$ cat config.mk
export PLATFORM = sky130hd
export DESIGN_NAME = rgbled_seq
export DESIGN_NICKNAME = d
export VERILOG_FILES = /design/src/rtl/rgbled_seq.sv
export SDC_FILE = /design/constraint.sdc
export NUM_CORES = 1
export LEC_CHECK = 0
export ABC_AREA = 0
export BUFFER_PORTS_ARGS = -buffer_cell sky130_fd_sc_hd__buf_2
export CAP_MARGIN = 20
export CORE_MARGIN = 2
export CORE_UTILIZATION = 32
export CTS_CLUSTER_DIAMETER = 100
export DETAILED_ROUTE_END_ITERATION = 16
export PLACE_DENSITY = 0.6
export SLEW_MARGIN = 20
export SYNTH_ARGS = -nofsm -noshare
export SYNTH_HDL_FRONTEND = slang
export SYNTH_SLANG_ARGS = --single-unit
$ cat constraint.sdc
create_clock -name clk_i -period 2.95 [get_ports clk_i]
set_clock_uncertainty 0.1 [all_clocks]
set_input_delay 0.59 -clock clk_i [delete_from_list [all_inputs] [get_ports clk_i]]
set_output_delay 0.59 -clock clk_i [all_outputs]
set_load 0.01 [all_outputs]
$ cat src/rtl/rgbled_seq.sv
// Frame sequencer for a WS281x LED chain: holds the per-LED colour table and
// streams it in GRB order to ws281x_drv, then enforces the latch gap.
module rgbled_seq #(
  parameter int unsigned NumLeds     = 2,
  parameter int unsigned LatchCycles = 7500,
  parameter bit          AutoRefresh = 1'b0,
  localparam int unsigned IdxW       = (NumLeds > 1) ? $clog2(NumLeds) : 1
) (
  input  logic            clk_i,
  input  logic            rst_i,
  input  logic            wr_en_i,
  input  logic [IdxW-1:0] wr_idx_i,
  input  logic [23:0]     wr_data_i,
  input  logic            start_i,
  output logic            busy_o,
  output logic            go_o,
  output logic [23:0]     data_o,
  output logic            data_valid_o,
  output logic            data_last_o,
  input  logic            data_ack_i,
  input  logic            drv_idle_i
);

  localparam int unsigned CntW = (LatchCycles > 1) ? $clog2(LatchCycles) : 1;
  localparam logic [IdxW-1:0] LastIdx = IdxW'(NumLeds - 1);
  localparam logic [CntW-1:0] CntInit = CntW'(LatchCycles - 1);

  typedef enum logic [1:0] {
    ST_IDLE,
    ST_SEND,
    ST_DRAIN,
    ST_LATCH
  } state_e;

  state_e            state_q, state_d;
  logic              pending_q, pending_d;
  logic [IdxW-1:0]   idx_q, idx_d;
  logic [CntW-1:0]   cnt_q, cnt_d;
  logic [23:0]       table_q [NumLeds];
  logic [23:0]       table_d [NumLeds];
  logic [23:0]       data_q, data_d;
  logic              go_q, go_d;
  logic              valid_q, valid_d;
  logic              last_q, last_d;
  logic              busy_q, busy_d;

  logic              wr_ok;
  logic              load;
  logic [IdxW-1:0]   load_idx;
  logic [23:0]       load_raw;

  assign wr_ok = wr_en_i && (32'(wr_idx_i) < NumLeds);

  // Colour table update; out-of-range indices are dropped.
  always_comb begin
    table_d = table_q;
    if (wr_ok) begin
      table_d[wr_idx_i] = wr_data_i;
    end
  end

  // Word about to be loaded, with write-first bypass for the same index.
  always_comb begin
    load_idx = (state_q == ST_IDLE) ? '0 : idx_q + IdxW'(1);
    load_raw = (wr_ok && (wr_idx_i == load_idx)) ? wr_data_i : table_q[load_idx];
  end

  always_comb begin
    state_d   = state_q;
    pending_d = pending_q;
    idx_d     = idx_q;
    cnt_d     = cnt_q;
    data_d    = data_q;
    load      = 1'b0;

    case (state_q)
      ST_IDLE: begin
        if (pending_q) begin
          state_d   = ST_SEND;
          idx_d     = '0;
          pending_d = 1'b0;
          load      = 1'b1;
        end
      end
      ST_SEND: begin
        if (data_ack_i) begin
          if (last_q) begin
            state_d = ST_DRAIN;
          end else begin
            idx_d = idx_q + IdxW'(1);
            load  = 1'b1;
          end
        end
      end
      ST_DRAIN: begin
        if (drv_idle_i) begin
          cnt_d   = CntInit;
          state_d = ST_LATCH;
        end
      end
      ST_LATCH: begin
        if (cnt_q == '0) begin
          state_d = ST_IDLE;
        end else begin
          cnt_d = cnt_q - CntW'(1);
        end
      end
      default: state_d = ST_IDLE;
    endcase

    if (load) begin
      data_d = {load_raw[15:8], load_raw[23:16], load_raw[7:0]};
    end

    // A request landing on the IDLE->SEND edge re-arms one more frame.
    if (start_i || (AutoRefresh && wr_ok)) begin
      pending_d = 1'b1;
    end

    valid_d = (state_d == ST_SEND);
    go_d    = (state_d == ST_SEND) || (state_d == ST_DRAIN);
    busy_d  = (state_d != ST_IDLE);
    last_d  = (state_d == ST_SEND) && (idx_d == LastIdx);
  end

  always_ff @(posedge clk_i) begin
    if (rst_i) begin
      state_q   <= ST_IDLE;
      pending_q <= 1'b0;
      idx_q     <= '0;
      cnt_q     <= '0;
      table_q   <= '{default: '0};
      data_q    <= '0;
      go_q      <= 1'b0;
      valid_q   <= 1'b0;
      last_q    <= 1'b0;
      busy_q    <= 1'b0;
    end else begin
      state_q   <= state_d;
      pending_q <= pending_d;
      idx_q     <= idx_d;
      cnt_q     <= cnt_d;
      table_q   <= table_d;
      data_q    <= data_d;
      go_q      <= go_d;
      valid_q   <= valid_d;
      last_q    <= last_d;
      busy_q    <= busy_d;
    end
  end

  assign busy_o       = busy_q;
  assign go_o         = go_q;
  assign data_o       = data_q;
  assign data_valid_o = valid_q;
  assign data_last_o  = last_q;

endmodule

==> impl_metrics.json, run 1 <==
{
  "status": "complete, no violations",
  "finalSetupViolCount": 0,
  "nNetsFinal": 566,
  "place_hpwl_um": 6910,
  "ioPinCount": 59,
  "synth-seq-area-share_pct": 45.0,
  "die_area_um2": 13900,
  "end_kind": "flop",
  "worstSetupPathType": "flop to flop",
  "cts-root-buf": "clkbuf_16",
  "fillerInstances": 1315,
  "synth_area_leaders": "dfxtp_1 (45%), nand2_1 (9.7%), a21oi_1 (6.9%), mux2i_1 (6.3%), a32o_1 (5.8%)",
  "slew_viol_final": 0,
  "drt-total-wl_um": 10700,
  "first_iter_violations": 199,
  "combPwrFrac_pct": 12.1,
  "synth_edf_count": 0,
  "diodes": 0,
  "grt_max_degree": 49,
  "final_antenna_net_count": 0,
  "netlist_top_cells_count": "nand2_1 (107), dfxtp_1 (93), a21oi_1 (57), clkbuf_1 (30), or3_1 (29)",
  "core_um2": 12600,
  "numCtsBuffers": 9,
  "layout.cells.non_filler": 707,
  "setup_tns_ns": 0,
  "seq_power_share_pct": 49.1,
  "multi_input_area_um2": 2100,
  "via_per_inst": 5.25,
  "cts_hold_buf": 0,
  "p_int_w": 0.00204,
  "die_x_um": 118,
  "synth_top_area_share_pct": 45.0,
  "synth_most_common_cell": "nand2_1",
  "ys_ff_latch": 93,
  "cts-resized-gates": 0,
  "yosys.area.top_type": "dfxtp_1",
  "grt-ovfl-total": 0,
  "period_minus_slack_ns": 2.38,
  "ys_warn_count": 0,
  "switchingPower_w": 0.000712,
  "crit_arrival_ns": 2.51,
  "syn-num-nets": 528,
  "clk_pin_slew_ns": 0.06,
  "fin_crit_sh_pct": 80.7,
  "peakVddDrop_mv": 0.249,
  "synthesis.area_um2": 4140,
  "timing.hold.ws_ns": 0.354,
  "worst-slew-pin-transition_ns": 0.827,
  "relSlewSlack_pct": 44.8,
  "first_global_vias": 3569,
  "clock_sinks": 93,
  "maxCapViolations": 0,
  "drive_gt1_share_pct": 17.0,
  "synthCells": 493,
  "p_per_area_nw_per_um2": 568,
  "start_util_pct": 32.8,
  "gp_congestion": 0.788,
  "wl_per_cell_um": 15.2,
  "max_freq_mhz": 420,
  "hold_violations": 0,
  "power_leakage_nw": 1.97,
  "hp-class": "flop to flop",
  "port_buffers": 58,
  "sw_frac_of_total_pct": 25.9,
  "area_delta_synth_final_pct": 16.8,
  "grt_pass1_wl_um": 17900,
  "rsz0062_at_grt": "no",
  "critPathLaunchType": "flop",
  "post_cts_buffers": 0,
  "grt_use_total_pct": 15.8,
  "crit_required_ns": 3.08,
  "tritoncts": "built",
  "synthArstFlopShare_pct": 0,
  "power.share.clock_pct": 38.8,
  "post_synth.cell_area_avg_um2": 8.40,
  "drc": 0,
  "std_cell_rows": 41,
  "vias": 3712,
  "die_h_um": 118,
  "clock_latency_ns": 0.34,
  "grt_antenna_before_repair": 1,
  "ff_latch_area_um2": 1860,
  "critical_path.max_fanout": 25,
  "place_inst": 692,
  "h-tree-depth": 3,
  "dr.pass1.iters": 4,
  "synth_flop_cell": "dfxtp_1",
  "cts.path.max_buffers": 2,
  "ys_types": 48
}
==> critical path, cell delays in order (launching register included) <==
cell and delay, ns:
dfxtp_1 0.64, o21bai_4 0.13, o21ai_2 0.66, buf_4 0.37, o21ai_0 0.11, a32o_1 0.26
==> placed cells by master (no fill, tap or decap), drive strengths merged, types with 2 or more instances in the layout <==
cell type | synthesis | routed
inv | 6 | 7
dfxtp | 93 | 93
nand2 | 107 | 107
a32o | 24 | 24
or3 | 29 | 29
nand4 | 3 | 3
o21ai | 28 | 28
buf | 11 | 68
a211oi | 2 | 2
ha | 4 | 4
nor4 | 3 | 3
nor3 | 9 | 9
or2 | 2 | 2
mux2i | 26 | 26
clkbuf | 30 | 10
a41o | 2 | 2
and2 | 3 | 3
o311a | 3 | 3
a21oi | 57 | 57
nand3b | 2 | 2
clkinv | 0 | 3
or4 | 4 | 4
nor2 | 19 | 19
a31oi | 3 | 3
o31ai | 3 | 3
nor2b | 2 | 2
==> per-stage QoR <==
stage,power (W),worst slack [ns],util [%],instance area (um2)
after CTS,0.00279,0.539,38.3,4830
final,0.00275,0.570,38.3,4830
after floorplan,0.00159,0.955,-,4140
after global routing,0.00289,0.314,38.3,4830
after detailed placement,0.00171,0.553,36.1,4560
after global placement,0.00170,0.643,36.1,4560
==> state kept, by name, summed over array words and instances, names as in the netlist <==
register,count
busy_o,1
data_last_o,1
cnt_q,13
idx_q,1
table_q,48
data_valid_o,1
state_q,2
pending_q,1
data_o,24
go_o,1
==> per-layer routing <==
layer	vias to the layer above	wire length [um]	track usage [%]
met2	81	5380	27.3
met5	-	7	0
met1	1785	4650	19.8
met3	13	541	3.59
met4	2	140	4.22
li1	1831	-	-
==> worst paths after layout <==
check | slack (ns) | depth (start not counted) | to | start
max | 0.57 | 5 | data_o[5] | state_q[1]
min | 0.35 | 2 | table_q[42] | table_q[42]
max reg2reg | 0.57 | 5 | data_o[5] | state_q[1]
min reg2reg | 0.35 | 2 | table_q[42] | table_q[42]
==> final cells by class <==
cell class | instances | share of cell area, %
clock buffer | 10 | 4.94
inverter | 6 | 0.466
multi-input combinational | 353 | 43.3
clock inverter | 5 | 0.725
timing repair buffer | 68 | 7.56
tap | 172 | 4.45
sequential | 93 | 38.5
==> power by group through the flow <==
stage / registers, W / logic, W / clock network, W
after floorplan: 0.00138 / 0.000212 / 0
after global placement: 0.00138 / 0.000327 / 0
after detailed placement: 0.00138 / 0.000335 / 0
after CTS: 0.00135 / 0.000337 / 0.00110
after global routing: 0.00136 / 0.000371 / 0.00116
final: 0.00135 / 0.000332 / 0.00107
==> kinds of logic after synthesis <==
kind of cell               after synthesis  synth area share [%]
muxes                                   27                  6.56
adders and majority gates                4                  1.21
AOI/OAI and AO/OA                      129                  20.1
DFF                                     93                  45.0
buffers and inverters                   47                  4.96
xor gates and xnor gates                 1                 0.212
and+or+nand+nor                        192                  22.0
Power figures use the tool's default switching activity.
==> inputs of run 2 (changes only) <==
--- a/config.mk
+++ b/config.mk
@@ -12,7 +12,7 @@
 export CORE_UTILIZATION = 32
 export CTS_CLUSTER_DIAMETER = 100
 export DETAILED_ROUTE_END_ITERATION = 16
-export PLACE_DENSITY = 0.6
+export PLACE_DENSITY = 0.61
 export SLEW_MARGIN = 20
 export SYNTH_ARGS = -nofsm -noshare
 export SYNTH_HDL_FRONTEND = slang
==> constraint.sdc (replaced) <==
create_clock -name clk_i -period 1.92 [get_ports clk_i]
set_clock_uncertainty 0.1 [all_clocks]
set_input_delay 0.384 -clock clk_i [delete_from_list [all_inputs] [get_ports clk_i]]
set_output_delay 0.384 -clock clk_i [all_outputs]
set_load 0.01 [all_outputs]
==> run 2 against run 1 <==
Total power is 57% higher. Die area unchanged. Critical path type unchanged. Register-to-register slack lost 0.57 ns. Cell count grew 3.5%. Largest cell class unchanged. Highest routed layer is now met4. Setup slack worse by 0.57 ns. Sequential cell count unchanged.
==> impl_metrics.json, run 2 (same netlist as run 1, synthesis figures left out) <==
{
  "worstSetupPathType": "flop to flop",
  "multi_input_area_um2": 2150,
  "relSlewSlack_pct": 65.1,
  "die_h_um": 118,
  "clk_pin_slew_ns": 0.07,
  "end_kind": "flop",
  "grt_pass1_wl_um": 17900,
  "first_global_vias": 3683,
  "port_buffers": 58,
  "timing.hold.ws_ns": 0.172,
  "mostFrequentLayoutCells": "nand2_1 (107), dfxtp_1 (90), buf_2 (58), a21oi_1 (55), or3_1 (29)",
  "nNetsFinal": 590,
  "power_leakage_nw": 2.13,
  "layout.cells.non_filler": 732,
  "switchingPower_w": 0.00117,
  "peakVddDrop_mv": 0.466,
  "start_util_pct": 32.8,
  "clock_sinks": 93,
  "r2r_slack_ns": 0.003,
  "rr_worst_depth": 8,
  "cp-endpoint": "go_o",
  "slew_viol_final": 0,
  "period_minus_slack_ns": 1.92,
  "dr.pass1.iters": 5,
  "numCtsBuffers": 9,
  "hp-class": "primary input to flop",
  "ioPinCount": 59,
  "via_per_inst": 5.24,
  "cts_hold_buf": 0,
  "crit_required_ns": 2.05,
  "hold_path_depth": 3,
  "setup_slack_ns": 0.00278,
  "worstReg2RegEnd": "go_o",
  "p_int_w": 0.00316,
  "diodes": 0,
  "finalInstanceArea_um2": 5140,
  "dp_slack_ns": -0.0570,
  "crit_arrival_ns": 2.05,
  "grt_use_total_pct": 15.9,
  "place_inst": 714,
  "seq_power_share_pct": 47.7,
  "wl_per_cell_um": 15.2,
  "fin_crit_sh_pct": 99.9,
  "status": "complete, no violations",
  "worst-slew-pin-transition_ns": 0.523,
  "clock_latency_ns": 0.35,
  "critPathLaunchType": "flop",
  "crit_start": "cnt_q[0]",
  "grt-ovfl-total": 0,
  "area_delta_synth_final_pct": 24.2,
  "p_per_area_nw_per_um2": 842,
  "drc": 0,
  "max_freq_mhz": 522,
  "die_area_um2": 13900,
  "combPwrFrac_pct": 13.4,
  "place_hpwl_um": 7190,
  "first_iter_violations": 220,
  "rsz0062_at_grt": "yes",
  "ff_latch_area_um2": 1870,
  "fillerInstances": 1288,
  "gp_congestion": 0.828,
  "vias": 3838,
  "drive_gt1_share_pct": 23.0,
  "power.share.clock_pct": 38.9,
  "h-tree-depth": 3,
  "critical_path.max_fanout": 4,
  "maxCapViolations": 0,
  "grt_antenna_before_repair": 0,
  "largest_reg_flops": 48,
  "grt_max_degree": 71,
  "std_cell_rows": 41,
  "hold_violations": 0,
  "largest_register": "table_q",
  "sw_frac_of_total_pct": 27.0,
  "finalSetupViolCount": 0,
  "post_dp_cell_area_um2": 4810,
  "regToRegStartpoint": "cnt_q[0]",
  "cts-root-buf": "clkbuf_16",
  "die_x_um": 118,
  "cts.path.max_buffers": 2,
  "tritoncts": "built",
  "final_antenna_net_count": 0,
  "core_um2": 12600,
  "layout_commonest_cell": "nand2_1",
  "drt-total-wl_um": 11100
}
[run 2: cell types whose count changed in the layout (fill, tap and decap cells not counted), moves of 3 or more]
cell,previous run,this run
buf_12,0,5
dfxtp_1,93,90
dfxtp_2,0,3
buf_4,10,27
inv_1,6,3
inv_2,0,3
[run 2: power by group through the flow]
stage | Combinational, W | Clock, W | Sequential [W]
2_1_floorplan | 0.000326 | 0 | 0.00212
3_3_place_gp | 0.000548 | 0 | 0.00210
3_5_place_dp | 0.000569 | 0 | 0.00211
4_1_cts | 0.000571 | 0.00172 | 0.00206
5_1_grt | 0.000637 | 0.00180 | 0.00207
6_report | 0.000579 | 0.00168 | 0.00206
[run 2: worst max-delay path: stages (launching register included)]
cell and delay (ns):
dfxtp_2 0.32, inv_2 0.05, ha_1 0.15, nor3b_4 0.24, nand4_1 0.17, a221oi_2 0.33
nor2_1 0.08, ha_2 0.32, nor2_1 0.04
[run 2: how the worst min path moves through the flow]
stage | start | to
floorplan | table_q[0] | table_q[0]
global placement | table_q[30] | table_q[30]
detailed placement | table_q[9] | table_q[9]
CTS | start_i | pending_q
global route | wr_data_i[8] | table_q[32]
finish | start_i | pending_q
[run 2: what timing repair did]
action                     CTS  global route
cloned                       0             1
setup endpoints to repair    3            24
setup buffers                0             1
resized for setup            4            12
pin swaps                    0             2
[run 2: cell type report]
class / instances / area share, %
timing repair buffer: 91 / 11.8
tap: 172 / 4.19
multi-input combinational: 354 / 41.9
sequential: 93 / 36.3
clock buffer: 10 / 4.46
clock inverter: 6 / 0.901
inverter: 6 / 0.438
[run 2: stage by stage]
step	power (W)	TNS [ns]	utilization (%)
after CTS	0.00436	0	40.4
after global placement	0.00265	-1.44	38.0
after detailed placement	0.00268	-0.0833	38.1
after floorplan	0.00245	0	-
final	0.00433	0	40.7
after global routing	0.00451	-0.232	40.7
[run 2: per-layer routing]
metal	share of wire, %	vias up	GRT usage (%)	wire (um)
li1	-	1884	-	-
met4	1.2	0	5.05	130
met5	0	-	0	0
met3	4.9	8	5.04	543
met1	45	1876	19.3	5010
met2	49	70	26.7	5420
